<file path="config.mk">
export PLATFORM = sky130hd
export DESIGN_NAME = apb4_dual_arbiter_flat
export DESIGN_NICKNAME = d
export VERILOG_FILES = /design/src/rtl/apb4_dual_arbiter_if.sv /design/src/rtl/apb4_dual_arbiter.sv /design/src/flat_wrapper.sv
export SDC_FILE = /design/constraint.sdc
export NUM_CORES = 1
export LEC_CHECK = 0
export BUFFER_PORTS_ARGS = -buffer_cell sky130_fd_sc_hd__buf_2
export CAP_MARGIN = 15
export CELL_PAD_IN_SITES_DETAIL_PLACEMENT = 0
export CELL_PAD_IN_SITES_GLOBAL_PLACEMENT = 1
export CORE_ASPECT_RATIO = 0.75
export CORE_MARGIN = 2
export CORE_UTILIZATION = 30
export DETAILED_ROUTE_END_ITERATION = 8
export GPL_TIMING_DRIVEN = 0
export PLACE_DENSITY = 0.82
export SYNTH_ARGS = -nofsm -noshare
export SYNTH_HDL_FRONTEND = slang
export SYNTH_SLANG_ARGS = --single-unit
</file>
<file path="constraint.sdc">
create_clock -name pclk -period 1.3 [get_ports pclk]
set_input_delay 0.195 -clock pclk [delete_from_list [all_inputs] [get_ports pclk]]
set_output_delay 0.195 -clock pclk [all_outputs]
set_load 0.05 [all_outputs]
</file>
<file path="src/rtl/apb4_dual_arbiter_if.sv">
// apb4_dual_arbiter_if: APB4 bus bundle between the arbiter (master side)
// and the shared register slave.
interface apb4_dual_arbiter_if #(
    parameter int ADDRWIDTH = 12
);
    logic                 psel;
    logic                 penable;
    logic                 pwrite;
    logic [ADDRWIDTH-1:0] paddr;
    logic [31:0]          pwdata;
    logic [3:0]           pstrb;
    logic [31:0]          prdata;
    logic                 pready;
    logic                 pslverr;

    modport master (
        output psel, penable, pwrite, paddr, pwdata, pstrb,
        input  prdata, pready, pslverr
    );

    modport slave (
        input  psel, penable, pwrite, paddr, pwdata, pstrb,
        output prdata, pready, pslverr
    );
endinterface

</file>
<file path="src/rtl/apb4_dual_arbiter.sv">
// apb4_dual_arbiter: shares one APB4 slave port between two req/done
// requesters with round-robin grant and full SETUP/ACCESS sequencing.
// Optional feature: define APB_ARB_TIMEOUT_EN to abort an ACCESS phase
// after TIMEOUT cycles without pready (completes with err=1, rdata=0).
//
// state  | meaning
// -------+------------------------------------------------------------
// IDLE   | bus idle, arbitrate and latch the winner's transfer fields
// SETUP  | psel=1, penable=0 for exactly one cycle
// ACCESS | psel=1, penable=1 until pready (or timeout when enabled)
// DONE   | one-cycle done pulse to the granted requester
module apb4_dual_arbiter #(
    parameter int ADDRWIDTH = 12,
    parameter int TIMEOUT   = 16
) (
    input  logic                 pclk,
    input  logic                 presetn,

    input  logic                 rq0_req,
    input  logic                 rq0_write,
    input  logic [ADDRWIDTH-1:0] rq0_addr,
    input  logic [31:0]          rq0_wdata,
    input  logic [3:0]           rq0_strb,
    output logic                 rq0_done,
    output logic [31:0]          rq0_rdata,
    output logic                 rq0_err,

    input  logic                 rq1_req,
    input  logic                 rq1_write,
    input  logic [ADDRWIDTH-1:0] rq1_addr,
    input  logic [31:0]          rq1_wdata,
    input  logic [3:0]           rq1_strb,
    output logic                 rq1_done,
    output logic [31:0]          rq1_rdata,
    output logic                 rq1_err,

    apb4_dual_arbiter_if.master  apb
);

    typedef enum logic [1:0] {
        IDLE   = 2'd0,
        SETUP  = 2'd1,
        ACCESS = 2'd2,
        DONE   = 2'd3
    } state_t;

    // TIMEOUT feeds an 8-bit counter, so reject values it cannot hold.
    if (TIMEOUT < 2 || TIMEOUT > 255) begin : g_timeout_range
        $error("apb4_dual_arbiter: TIMEOUT must be within 2..255");
    end

    state_t               state_q, state_d;
    logic                 gnt_q, gnt_d;
    logic                 last_grant_q, last_grant_d;
    logic                 pwrite_q, pwrite_d;
    logic [ADDRWIDTH-1:0] paddr_q, paddr_d;
    logic [31:0]          pwdata_q, pwdata_d;
    logic [3:0]           pstrb_q, pstrb_d;
    logic [31:0]          rd0_q, rd0_d;
    logic [31:0]          rd1_q, rd1_d;
    logic                 err0_q, err0_d;
    logic                 err1_q, err1_d;
`ifdef APB_ARB_TIMEOUT_EN
    logic [7:0]           tmo_q, tmo_d;
`endif

    // Winner selection and field mux; 1 selects requester 1.
    logic                 pick_rq1;
    logic                 sel_write;
    logic [ADDRWIDTH-1:0] sel_addr;
    logic [31:0]          sel_wdata;
    logic [3:0]           sel_strb;

    logic                 cap_en;
    logic [31:0]          cap_data;
    logic                 cap_err;

    // Round-robin pick: a lone request wins, a tie goes to the one not served last.
    always_comb begin
        pick_rq1  = rq1_req && (!rq0_req || !last_grant_q);
        sel_write = pick_rq1 ? rq1_write : rq0_write;
        sel_addr  = pick_rq1 ? rq1_addr  : rq0_addr;
        sel_wdata = pick_rq1 ? rq1_wdata : rq0_wdata;
        sel_strb  = pick_rq1 ? rq1_strb  : rq0_strb;
    end

    // Next-state, bus field latching and per-requester completion capture.
    always_comb begin
        state_d      = state_q;
        gnt_d        = gnt_q;
        last_grant_d = last_grant_q;
        pwrite_d     = pwrite_q;
        paddr_d      = paddr_q;
        pwdata_d     = pwdata_q;
        pstrb_d      = pstrb_q;
        rd0_d        = rd0_q;
        rd1_d        = rd1_q;
        err0_d       = err0_q;
        err1_d       = err1_q;
        cap_en       = 1'b0;
        cap_data     = 32'h0;
        cap_err      = 1'b0;
`ifdef APB_ARB_TIMEOUT_EN
        tmo_d        = tmo_q;
`endif

        case (state_q)
            IDLE: begin
                if (rq0_req || rq1_req) begin
                    gnt_d        = pick_rq1;
                    last_grant_d = pick_rq1;
                    pwrite_d     = sel_write;
                    paddr_d      = sel_addr;
                    pwdata_d     = sel_wdata;
                    pstrb_d      = sel_write ? sel_strb : 4'b0000;
                    state_d      = SETUP;
                end
            end
            SETUP: begin
                state_d = ACCESS;
`ifdef APB_ARB_TIMEOUT_EN
                tmo_d   = 8'(TIMEOUT - 1);
`endif
            end
            ACCESS: begin
                if (apb.pready) begin
                    cap_en   = 1'b1;
                    cap_data = pwrite_q ? 32'h0 : apb.prdata;
                    cap_err  = apb.pslverr;
                    state_d  = DONE;
                end
`ifdef APB_ARB_TIMEOUT_EN
                else if (tmo_q == 8'd0) begin
                    cap_en   = 1'b1;
                    cap_data = 32'h0;
                    cap_err  = 1'b1;
                    state_d  = DONE;
                end else begin
                    tmo_d = tmo_q - 8'd1;
                end
`endif
            end
            DONE: begin
                state_d = IDLE;
            end
            default: begin
                state_d = IDLE;
            end
        endcase

        if (cap_en) begin
            if (gnt_q) begin
                rd1_d  = cap_data;
                err1_d = cap_err;
            end else begin
                rd0_d  = cap_data;
                err0_d = cap_err;
            end
        end
    end

    // State and datapath registers; reset leaves rq0 first in line.
    always_ff @(posedge pclk or negedge presetn) begin
        if (!presetn) begin
            state_q      <= IDLE;
            gnt_q        <= 1'b0;
            last_grant_q <= 1'b1;
            pwrite_q     <= 1'b0;
            paddr_q      <= '0;
            pwdata_q     <= 32'h0;
            pstrb_q      <= 4'b0000;
            rd0_q        <= 32'h0;
            rd1_q        <= 32'h0;
            err0_q       <= 1'b0;
            err1_q       <= 1'b0;
        end else begin
            state_q      <= state_d;
            gnt_q        <= gnt_d;
            last_grant_q <= last_grant_d;
            pwrite_q     <= pwrite_d;
            paddr_q      <= paddr_d;
            pwdata_q     <= pwdata_d;
            pstrb_q      <= pstrb_d;
            rd0_q        <= rd0_d;
            rd1_q        <= rd1_d;
            err0_q       <= err0_d;
            err1_q       <= err1_d;
        end
    end

`ifdef APB_ARB_TIMEOUT_EN
    // ACCESS watchdog: loaded in SETUP, counts down while pready stays low.
    always_ff @(posedge pclk or negedge presetn) begin
        if (!presetn) begin
            tmo_q <= 8'd0;
        end else begin
            tmo_q <= tmo_d;
        end
    end
`endif

    assign apb.psel    = (state_q == SETUP) || (state_q == ACCESS);
    assign apb.penable = (state_q == ACCESS);
    assign apb.pwrite  = pwrite_q;
    assign apb.paddr   = paddr_q;
    assign apb.pwdata  = pwdata_q;
    assign apb.pstrb   = pstrb_q;

    assign rq0_done  = (state_q == DONE) && !gnt_q;
    assign rq1_done  = (state_q == DONE) &&  gnt_q;
    assign rq0_rdata = rd0_q;
    assign rq1_rdata = rd1_q;
    assign rq0_err   = err0_q;
    assign rq1_err   = err1_q;

endmodule

</file>
<file path="src/flat_wrapper.sv">
// flat-port wrapper written by rule: the top's interface ports become plain ports
module apb4_dual_arbiter_flat 
#(
    parameter int ADDRWIDTH = 12,
    parameter int TIMEOUT   = 16
)
  (pclk, presetn, rq0_req, rq0_write, rq0_addr, rq0_wdata, rq0_strb, rq0_done, rq0_rdata, rq0_err, rq1_req, rq1_write, rq1_addr, rq1_wdata, rq1_strb, rq1_done, rq1_rdata, rq1_err, apb_psel, apb_penable, apb_pwrite, apb_paddr, apb_pwdata, apb_pstrb, apb_prdata, apb_pready, apb_pslverr);
  apb4_dual_arbiter_if #(.ADDRWIDTH(ADDRWIDTH)) apb_i ();
  input  logic pclk;
  input  logic presetn;
  input  logic rq0_req;
  input  logic rq0_write;
  input  logic [ADDRWIDTH-1:0] rq0_addr;
  input  logic [31:0] rq0_wdata;
  input  logic [3:0] rq0_strb;
  output logic rq0_done;
  output logic [31:0] rq0_rdata;
  output logic rq0_err;
  input  logic rq1_req;
  input  logic rq1_write;
  input  logic [ADDRWIDTH-1:0] rq1_addr;
  input  logic [31:0] rq1_wdata;
  input  logic [3:0] rq1_strb;
  output logic rq1_done;
  output logic [31:0] rq1_rdata;
  output logic rq1_err;
  output wire logic [$bits(apb_i.psel)-1:0] apb_psel;
  output wire logic [$bits(apb_i.penable)-1:0] apb_penable;
  output wire logic [$bits(apb_i.pwrite)-1:0] apb_pwrite;
  output wire logic [$bits(apb_i.paddr)-1:0] apb_paddr;
  output wire logic [$bits(apb_i.pwdata)-1:0] apb_pwdata;
  output wire logic [$bits(apb_i.pstrb)-1:0] apb_pstrb;
  input wire logic [$bits(apb_i.prdata)-1:0] apb_prdata;
  input wire logic [$bits(apb_i.pready)-1:0] apb_pready;
  input wire logic [$bits(apb_i.pslverr)-1:0] apb_pslverr;
  assign apb_psel = apb_i.psel;
  assign apb_penable = apb_i.penable;
  assign apb_pwrite = apb_i.pwrite;
  assign apb_paddr = apb_i.paddr;
  assign apb_pwdata = apb_i.pwdata;
  assign apb_pstrb = apb_i.pstrb;
  assign apb_i.prdata = apb_prdata;
  assign apb_i.pready = apb_pready;
  assign apb_i.pslverr = apb_pslverr;
  apb4_dual_arbiter #(.ADDRWIDTH(ADDRWIDTH), .TIMEOUT(TIMEOUT)) u_core (.pclk(pclk), .presetn(presetn), .rq0_req(rq0_req), .rq0_write(rq0_write), .rq0_addr(rq0_addr), .rq0_wdata(rq0_wdata), .rq0_strb(rq0_strb), .rq0_done(rq0_done), .rq0_rdata(rq0_rdata), .rq0_err(rq0_err), .rq1_req(rq1_req), .rq1_write(rq1_write), .rq1_addr(rq1_addr), .rq1_wdata(rq1_wdata), .rq1_strb(rq1_strb), .rq1_done(rq1_done), .rq1_rdata(rq1_rdata), .rq1_err(rq1_err), .apb(apb_i));
endmodule
</file>
==> metrics.log, run 1 <==
[metrics] number of synthesis warnings: 0
[metrics] Sequential cell area: 0.002983 mm²
[metrics] start point of the critical path: u_core.state_q[1]
[metrics] combinational family with the most area after synthesis: simple AND/OR/NAND/NOR gates
[metrics] wire length of the first global-routing pass: 25250 µm
[metrics] final std cell area, no fill: 0.009034 mm²
[metrics] starting utilization of the core area: 30.37%
[metrics] most instantiated library cell after synthesis: sky130_fd_sc_hd__dfrtp_1
[metrics] Max stage delay on crit path: 0.44 ns
[metrics] number of search-and-repair iterations in the first detailed-routing pass: 4
[metrics] placed instance area: 0.006650 mm²
[metrics] slowest stage cell on the critical path: sky130_fd_sc_hd__dfrtp_2
[metrics] Critical Path Sink Type: output port
[metrics] total vias in the final route: 4790
[metrics] count of different cell masters after synthesis: 24
[metrics] final setup violating endpoints: 121
[metrics] largest clock skew in the final design: 0.009368 ns
[metrics] Port-buffer cells: 254
[metrics] CTS tree: yes
[metrics] path category of the worst min-delay check: input pin to flip-flop
[metrics] number of filler instances in the final layout: 1489
[metrics] result of the run: finished with violations
[metrics] CTS Buf Count: 17
[metrics] peak supply drop: 1.398 mV
[metrics] peak fanout along the critical path: 4
[metrics] antenna violations before repair: 0
[metrics] overall die area: 0.01789 mm²
[metrics] portion of netlist area occupied by mux cells: 10.19%
[metrics] Slew Viols, Final: 0
[metrics] Synth Area in Compound Gates: 12.44%
[metrics] Setup WS post-layout: -0.2359 ns
[metrics] total power per unit cell area: 3163 mW/mm²
[metrics] parity-gate share of the synthesized area counting xor and xnor cells: 0%
[metrics] violations in the final reports: setup timing
[metrics] weighted congestion at the end of routability-driven global placement: 0.7472
[metrics] worst r2r src: u_core.state_q[0]
[metrics] Achievable Freq: 651.1 MHz
[metrics] critical path data arrival time: 1.34 ns
[metrics] post-synthesis instance area: 0.005049 mm²
[metrics] number of max-cap violations: 0
[metrics] leakage power summed over all cells: 4.468 nW
[metrics] async set or reset register ratio after synthesis: 100.0%
[metrics] antenna violation net count after detailed routing: 0
[metrics] cell accounting for the most synthesized area: sky130_fd_sc_hd__dfrtp_1
[metrics] number of global-route vias before repair: 4587
[metrics] fraction of layout cells with a size suffix above 1: 67.29%
[metrics] Post-Synth Adder-Cell Area: 0.9913%
[metrics] largest net degree at the start of global routing: 78
[metrics] worst hold slack after final layout: 0.03206 ns
[metrics] global-route usage over all layers: 18.41%
[metrics] start-to-end type of the worst setup path: flip-flop to output port
[metrics] Max-slew headroom: 70.80%
[metrics] worst hold start: apb_pslverr
[metrics] Clock Path Buffers: 2
[metrics] post-route minimum period: 1.536 ns
[metrics] synthesized netlist cell count: 484
[metrics] setup slack at placement: -0.5318 ns
[metrics] Routed WL per cell: 17.58 µm
[metrics] prevailing post-synth register cell: sky130_fd_sc_hd__dfrtp_1
[metrics] setup TNS: -13.99 ns
[metrics] FF+latch count, synth: 119
[metrics] most frequent cells after synthesis: sky130_fd_sc_hd__dfrtp_1, sky130_fd_sc_hd__nand2_1, sky130_fd_sc_hd__o21ai_0, sky130_fd_sc_hd__o21ai_1, sky130_fd_sc_hd__mux2i_1
[metrics] wire length after detailed routing: 17990 µm
[metrics] cell at the root of the clock tree: sky130_fd_sc_hd__clkbuf_16
[metrics] share of the clock period used by the worst path: 118.1%
[metrics] Row Count: 41
[metrics] biggest area contributors in the synthesized netlist: sky130_fd_sc_hd__dfrtp_1, sky130_fd_sc_hd__mux2i_1, sky130_fd_sc_hd__nand2_1, sky130_fd_sc_hd__o21ai_0, sky130_fd_sc_hd__o21ai_1
[metrics] clock insertion delay at the later pin of the skew report: 0.41 ns
[metrics] Hold Violations, Final: 0
[metrics] DR iter-0 viols: 151
[metrics] clock slew at reported path FFs: 0.06 ns
[metrics] simple-gate area share of the yosys netlist: 13.46%
[metrics] unrepaired setup endpoints after global routing: yes
[metrics] Detailed Place HPWL: 11850 µm
[metrics] CP startpoint kind: flip-flop
[metrics] mean area per synthesized cell: 10.43 µm²
[metrics] non-filler instance count after layout: 1023
[metrics] area share of the largest cell type after synthesis: 58.49%
[metrics] Area Growth Syn to Fin: 78.93%
[metrics] net count of the mapped netlist: 624
[metrics] Worst Tran Pin Value: 0.4380 ns
[metrics] critical path, cell by cell: inv_2 > ha_4 > buf_8
[metrics] number of sinks handled by clock tree synthesis: 119
[metrics] total I/O pin count: 255
[metrics] DRC viols: 0
[metrics] Die Span Y: 116.3 µm
[metrics] worst endpoint required time: 1.11 ns
[metrics] total global routing overflow: 0
[metrics] sequential fraction of the synthesis area: 59.01%
[metrics] number of instances in the placed design: 954
[metrics] horizontal die dimension: 153.8 µm
[metrics] core area: 0.01662 mm²
[metrics] footprint of the multi-input gates: 0.002706 mm²
[metrics] number of flops mapped to enable cells by yosys: 0
[metrics] Total Nets Final: 935
[metrics] maximum level of the CTS H-tree: 4
[metrics] DR vias/cell: 4.682
==> flip-flops by register name, summed over array words and instances, names as in the netlist <==
register             count
u_core.apb.pwdata       32
u_core.rq0_rdata        32
u_core.rq1_rdata        32
u_core.apb.paddr        12
u_core.apb.pstrb         4
u_core.state_q           2
u_core.apb.pwrite        1
u_core.gnt_q             1
u_core.last_grant_q      1
u_core.rq0_err           1
u_core.rq1_err           1
==> worst max-delay path: cells and delay by family (launching register included) <==
family	cells	cell delay, ns
buf+inv	2	0.22
fa+ha+maj	1	0.27
flops	1	0.44
==> per-stage QoR <==
stage | power [W] | utilization [%]
finish | 0.02858 | 54.35
CTS | 0.02475 | 46.09
detailed placement | 0.01933 | 40.01
global route | 0.02995 | 54.34
global placement | 0.01915 | 39.81
floorplan | 0.01592 | -
==> layout make-up <==
class                           instances  share of cell area [%]
Timing Repair Buffer                  293                   23.25
Buffer                                 32                   4.820
Inverter                                3                  0.1524
Sequential cell                       119                   33.02
Multi-Input combinational cell        329                   29.96
Antenna cell                            1                 0.02770
Clock buffer                           19                   4.903
Tap cell                              215                   2.978
Clock inverter                         12                  0.8864
==> worst paths after layout <==
| kind | cells after the start | slack, ns | endpoint |
|---|---|---|---|
| setup / recovery | 3 | -0.24 | apb_psel |
| hold / removal | 2 | 0.03 | u_core.rq1_err |
| setup reg to reg | 8 | -0.20 | u_core.rq0_rdata[9] |
| hold reg to reg | 2 | 0.48 | u_core.apb.pstrb[3] |
| max in group asynchronous | 3 | 0.27 | u_core.apb.pwrite |
| min in group asynchronous | 2 | 0.27 | u_core.rq1_rdata[0] |
==> cell usage in the layout, fill, tap and decap left out, types with 17 or more instances in the layout <==
master                      instances
sky130_fd_sc_hd__nand2_2           61
sky130_fd_sc_hd__dfrtp_1          115
sky130_fd_sc_hd__nand2b_1          33
sky130_fd_sc_hd__nand2_4           46
sky130_fd_sc_hd__buf_6             17
sky130_fd_sc_hd__clkbuf_4          30
sky130_fd_sc_hd__o21ai_1           53
sky130_fd_sc_hd__buf_4             46
sky130_fd_sc_hd__mux2i_1           48
sky130_fd_sc_hd__o21ai_2           59
sky130_fd_sc_hd__buf_2            188
sky130_fd_sc_hd__clkbuf_16         30
==> kinds of logic after synthesis <==
| kind of cell | after synthesis |
|---|---|
| AOI/OAI and AO/OA | 120 |
| adders and majority gates | 4 |
| buffers and inverters | 36 |
| DFF | 119 |
| muxes | 51 |
| and+or+nand+nor | 154 |
==> repair_timing <==
action,in CTS,in global routing
pin swaps,19,121
setup endpoints to repair,123,128
cloned,6,14
setup buffers,9,10
endpoints found under the hold margin,41,0
resized for setup,106,403
hold buffers,1,0
==> per-layer routing <==
layer / global-route usage [%] / routed length [µm] / vias to the layer above
li1: - / - / 2270
met4: 5.443 / 167 / 0
met1: 23.02 / 7673 / 2332
met3: 7.273 / 1227 / 11
met2: 29.87 / 8917 / 177
met5: 0 / 0 / -
==> where the power goes <==
part | internal (W) | leakage (nW) | switching (W)
registers | 0.00557 | 1.50 | 0.00167
logic | 0.00613 | 2.72 | 0.0110
clock network | 0.00246 | 0.247 | 0.00178
Note: power is estimated with default switching activity, not from simulation.
==> inputs of run 2 (changes only) <==
==> constraint.sdc (replaced) <==
create_clock -name pclk -period 1.25 [get_ports pclk]
set_input_delay 0.1875 -clock pclk [delete_from_list [all_inputs] [get_ports pclk]]
set_output_delay 0.1875 -clock pclk [all_outputs]
set_load 0.05 [all_outputs]
==> run 2 against run 1 <==
  * The flow still finishes with violations (setup timing)
  * Clock-buffer cell count rose by 3
  * Critical path depth did not move
  * Cell count fell by 0.68%
  * Combinational power rose by 5%
  * Setup slack got worse by 0.036 ns
  * Clock skew rose by 0.0089 ns
  * Clock power rose by 7.3%
  * Non-clock buffer count fell by 6
  * Global-route usage rose by 0.34 points
==> metrics.log, run 2 (synthesis results as in run 1) <==
[metrics] minimum setup slack among reg-to-reg paths: -0.25 ns
[metrics] Slew Viols, Final: 0
[metrics] CTS Buf Count: 17
[metrics] Routed WL per cell: 17.00 µm
[metrics] weighted congestion at the end of routability-driven global placement: 0.7396
[metrics] Critical Path Sink Type: output port
[metrics] total I/O pin count: 255
[metrics] Total Nets Final: 929
[metrics] path category of the worst min-delay check: input pin to flip-flop
[metrics] Achievable Freq: 657.0 MHz
[metrics] R2R Path End: u_core.rq0_rdata[1]
[metrics] final std cell area, no fill: 0.008951 mm²
[metrics] horizontal die dimension: 153.8 µm
[metrics] sum of internal, switching and leakage power: 0.02980 W
[metrics] Max-slew headroom: 55.59%
[metrics] clock slew at reported path FFs: 0.05 ns
[metrics] maximum level of the CTS H-tree: 4
[metrics] fraction of layout cells with a size suffix above 1: 60.67%
[metrics] Row Count: 41
[metrics] critical path data arrival time: 1.33 ns
[metrics] DR vias/cell: 4.656
[metrics] Die Span Y: 116.3 µm
[metrics] slowest stage cell on the critical path: sky130_fd_sc_hd__dfrtp_2
[metrics] overall die area: 0.01789 mm²
[metrics] Register-to-Register Path Depth: 7
[metrics] Hold Path Sink: u_core.rq0_err
[metrics] peak fanout along the critical path: 4
[metrics] peak supply drop: 1.538 mV
[metrics] Hold Violations, Final: 0
[metrics] number of global-route vias before repair: 4711
[metrics] post-route minimum period: 1.522 ns
[metrics] critical path, cell by cell: ha_2 > nor2b_2 > buf_6
[metrics] Area Growth Syn to Fin: 77.30%
[metrics] worst hold start: apb_pslverr
[metrics] DR iter-0 viols: 131
[metrics] violations in the final reports: setup timing
[metrics] Clock Path Buffers: 2
[metrics] CTS tree: yes
[metrics] DRC viols: 0
[metrics] number of max-cap violations: 0
[metrics] most used cells in the layout excluding fill and tap cells: sky130_fd_sc_hd__buf_2, sky130_fd_sc_hd__dfrtp_1, sky130_fd_sc_hd__o21ai_2, sky130_fd_sc_hd__nand2_1, sky130_fd_sc_hd__mux2i_1
[metrics] final setup violating endpoints: 121
[metrics] Worst Tran Pin Value: 0.6662 ns
[metrics] antenna violations before repair: 0
[metrics] CP startpoint kind: flip-flop
[metrics] unrepaired setup endpoints after global routing: yes
[metrics] wire length after detailed routing: 17270 µm
[metrics] starting utilization of the core area: 30.37%
[metrics] leakage power summed over all cells: 4.447 nW
[metrics] worst r2r src: u_core.state_q[0]
[metrics] Max stage delay on crit path: 0.44 ns
[metrics] total vias in the final route: 4731
[metrics] global-route usage over all layers: 18.76%
[metrics] start-to-end type of the worst setup path: flip-flop to output port
[metrics] largest net degree at the start of global routing: 69
[metrics] wire length of the first global-routing pass: 25830 µm
[metrics] Setup WS post-layout: -0.2721 ns
[metrics] antenna violation net count after detailed routing: 0
[metrics] placed instance area: 0.006721 mm²
[metrics] share of the clock period used by the worst path: 121.8%
[metrics] result of the run: finished with violations
[metrics] core area: 0.01662 mm²
[metrics] most common cell after layout, fill and taps aside: sky130_fd_sc_hd__buf_2
[metrics] cell at the root of the clock tree: sky130_fd_sc_hd__clkbuf_16
[metrics] number of antenna diodes: 0
[metrics] worst endpoint required time: 1.06 ns
[metrics] total power per unit cell area: 3329 mW/mm²
[metrics] instance count along the most critical hold path: 2
[metrics] number of sinks handled by clock tree synthesis: 119
[metrics] total global routing overflow: 0
[metrics] largest clock skew in the final design: 0.01831 ns
[metrics] Port-buffer cells: 254
[metrics] number of search-and-repair iterations in the first detailed-routing pass: 4
[metrics] Detailed Place HPWL: 11580 µm
[metrics] clock insertion delay at the later pin of the skew report: 0.41 ns
-- run 2: cell count changes in the layout (fill, tap and decap cells not counted), sizes merged --
cell      before  now
buf          278  262
bufinv         0    1
clkbuf        65   78
clkinvlp       5    3
diode          1    0
inv            5    3
-- run 2: repair_timing --
item                                    in CTS  in global routing
buffers inserted                            16                  8
endpoints found under the setup margin     125                183
gates cloned                                14                  1
hold buffers                                 1                  0
endpoints found under the hold margin       66                  0
gates resized for setup                    217                221
pin swaps                                   75                 27
-- run 2: worst max-delay path: cells and delay by family (launching register included) --
kind,cells,cell delay [ns]
buffers and inverters,1,0.15
flip-flops,1,0.44
AND/OR/NAND/NOR,1,0.15
adder cells (fa/ha/maj),1,0.18
-- run 2: layout make-up --
class	instances	area (µm²)
Buffer	31	466.7
Clock buffer	22	464.2
Clock inverter	9	77.57
Fill cell	1449	7670
Inverter	3	11.26
Multi-Input combinational cell	329	2521
Sequential cell	119	2982
Tap cell	215	269.0
Timing Repair Buffer	288	2160
-- run 2: per-stage QoR --
step / util, % / worst slack, ns / instances / setup TNS, ns / hold slack (ns)
2_1_floorplan: - / -0.1859 / 484 / -11.56 / -0.1081
3_3_place_gp: 40.24 / -1.603 / 953 / -218.10 / 0.4401
3_5_place_dp: 40.44 / -0.4628 / 954 / -30.86 / 0.2461
4_1_cts: 50.23 / -0.2827 / 1012 / -19.86 / 0.01697
5_1_grt: 53.85 / -0.3242 / 1016 / -28.24 / 0.02869
6_report: 53.85 / -0.2721 / 1016 / -19.62 / 0.03840
-- run 2: routing by layer --
layer / vias to the layer above / track usage, % / share of wire, %
met3: 13 / 6.753 / 7.3
met2: 183 / 31.29 / 49
met4: 0 / 4.404 / 0.93
met5: - / 0 / 0
met1: 2279 / 23.63 / 43
li1: 2256 / - / -
-- run 2: how the worst max path moves through the flow --
stage                      startpoint                    to  slack, ns  depth (start not counted)
floorplan           u_core.state_q[0]  u_core.rq1_rdata[10]      -0.19                          7
global placement              presetn  u_core.apb.pwdata[9]      -1.60                          1
detailed placement  u_core.state_q[1]  u_core.rq0_rdata[15]      -0.46                          5
CTS                 u_core.state_q[1]              rq0_done      -0.28                          3
global route        u_core.state_q[0]  u_core.rq0_rdata[10]      -0.32                          7
finish              u_core.state_q[1]              rq0_done      -0.27                          3
-- run 2: where the power goes --
part | switching, W | internal, W | total, W
Combinational | 0.0113 | 0.00656 | 0.0179
Sequential | 0.00159 | 0.00579 | 0.00738
Clock | 0.00174 | 0.00281 | 0.00455
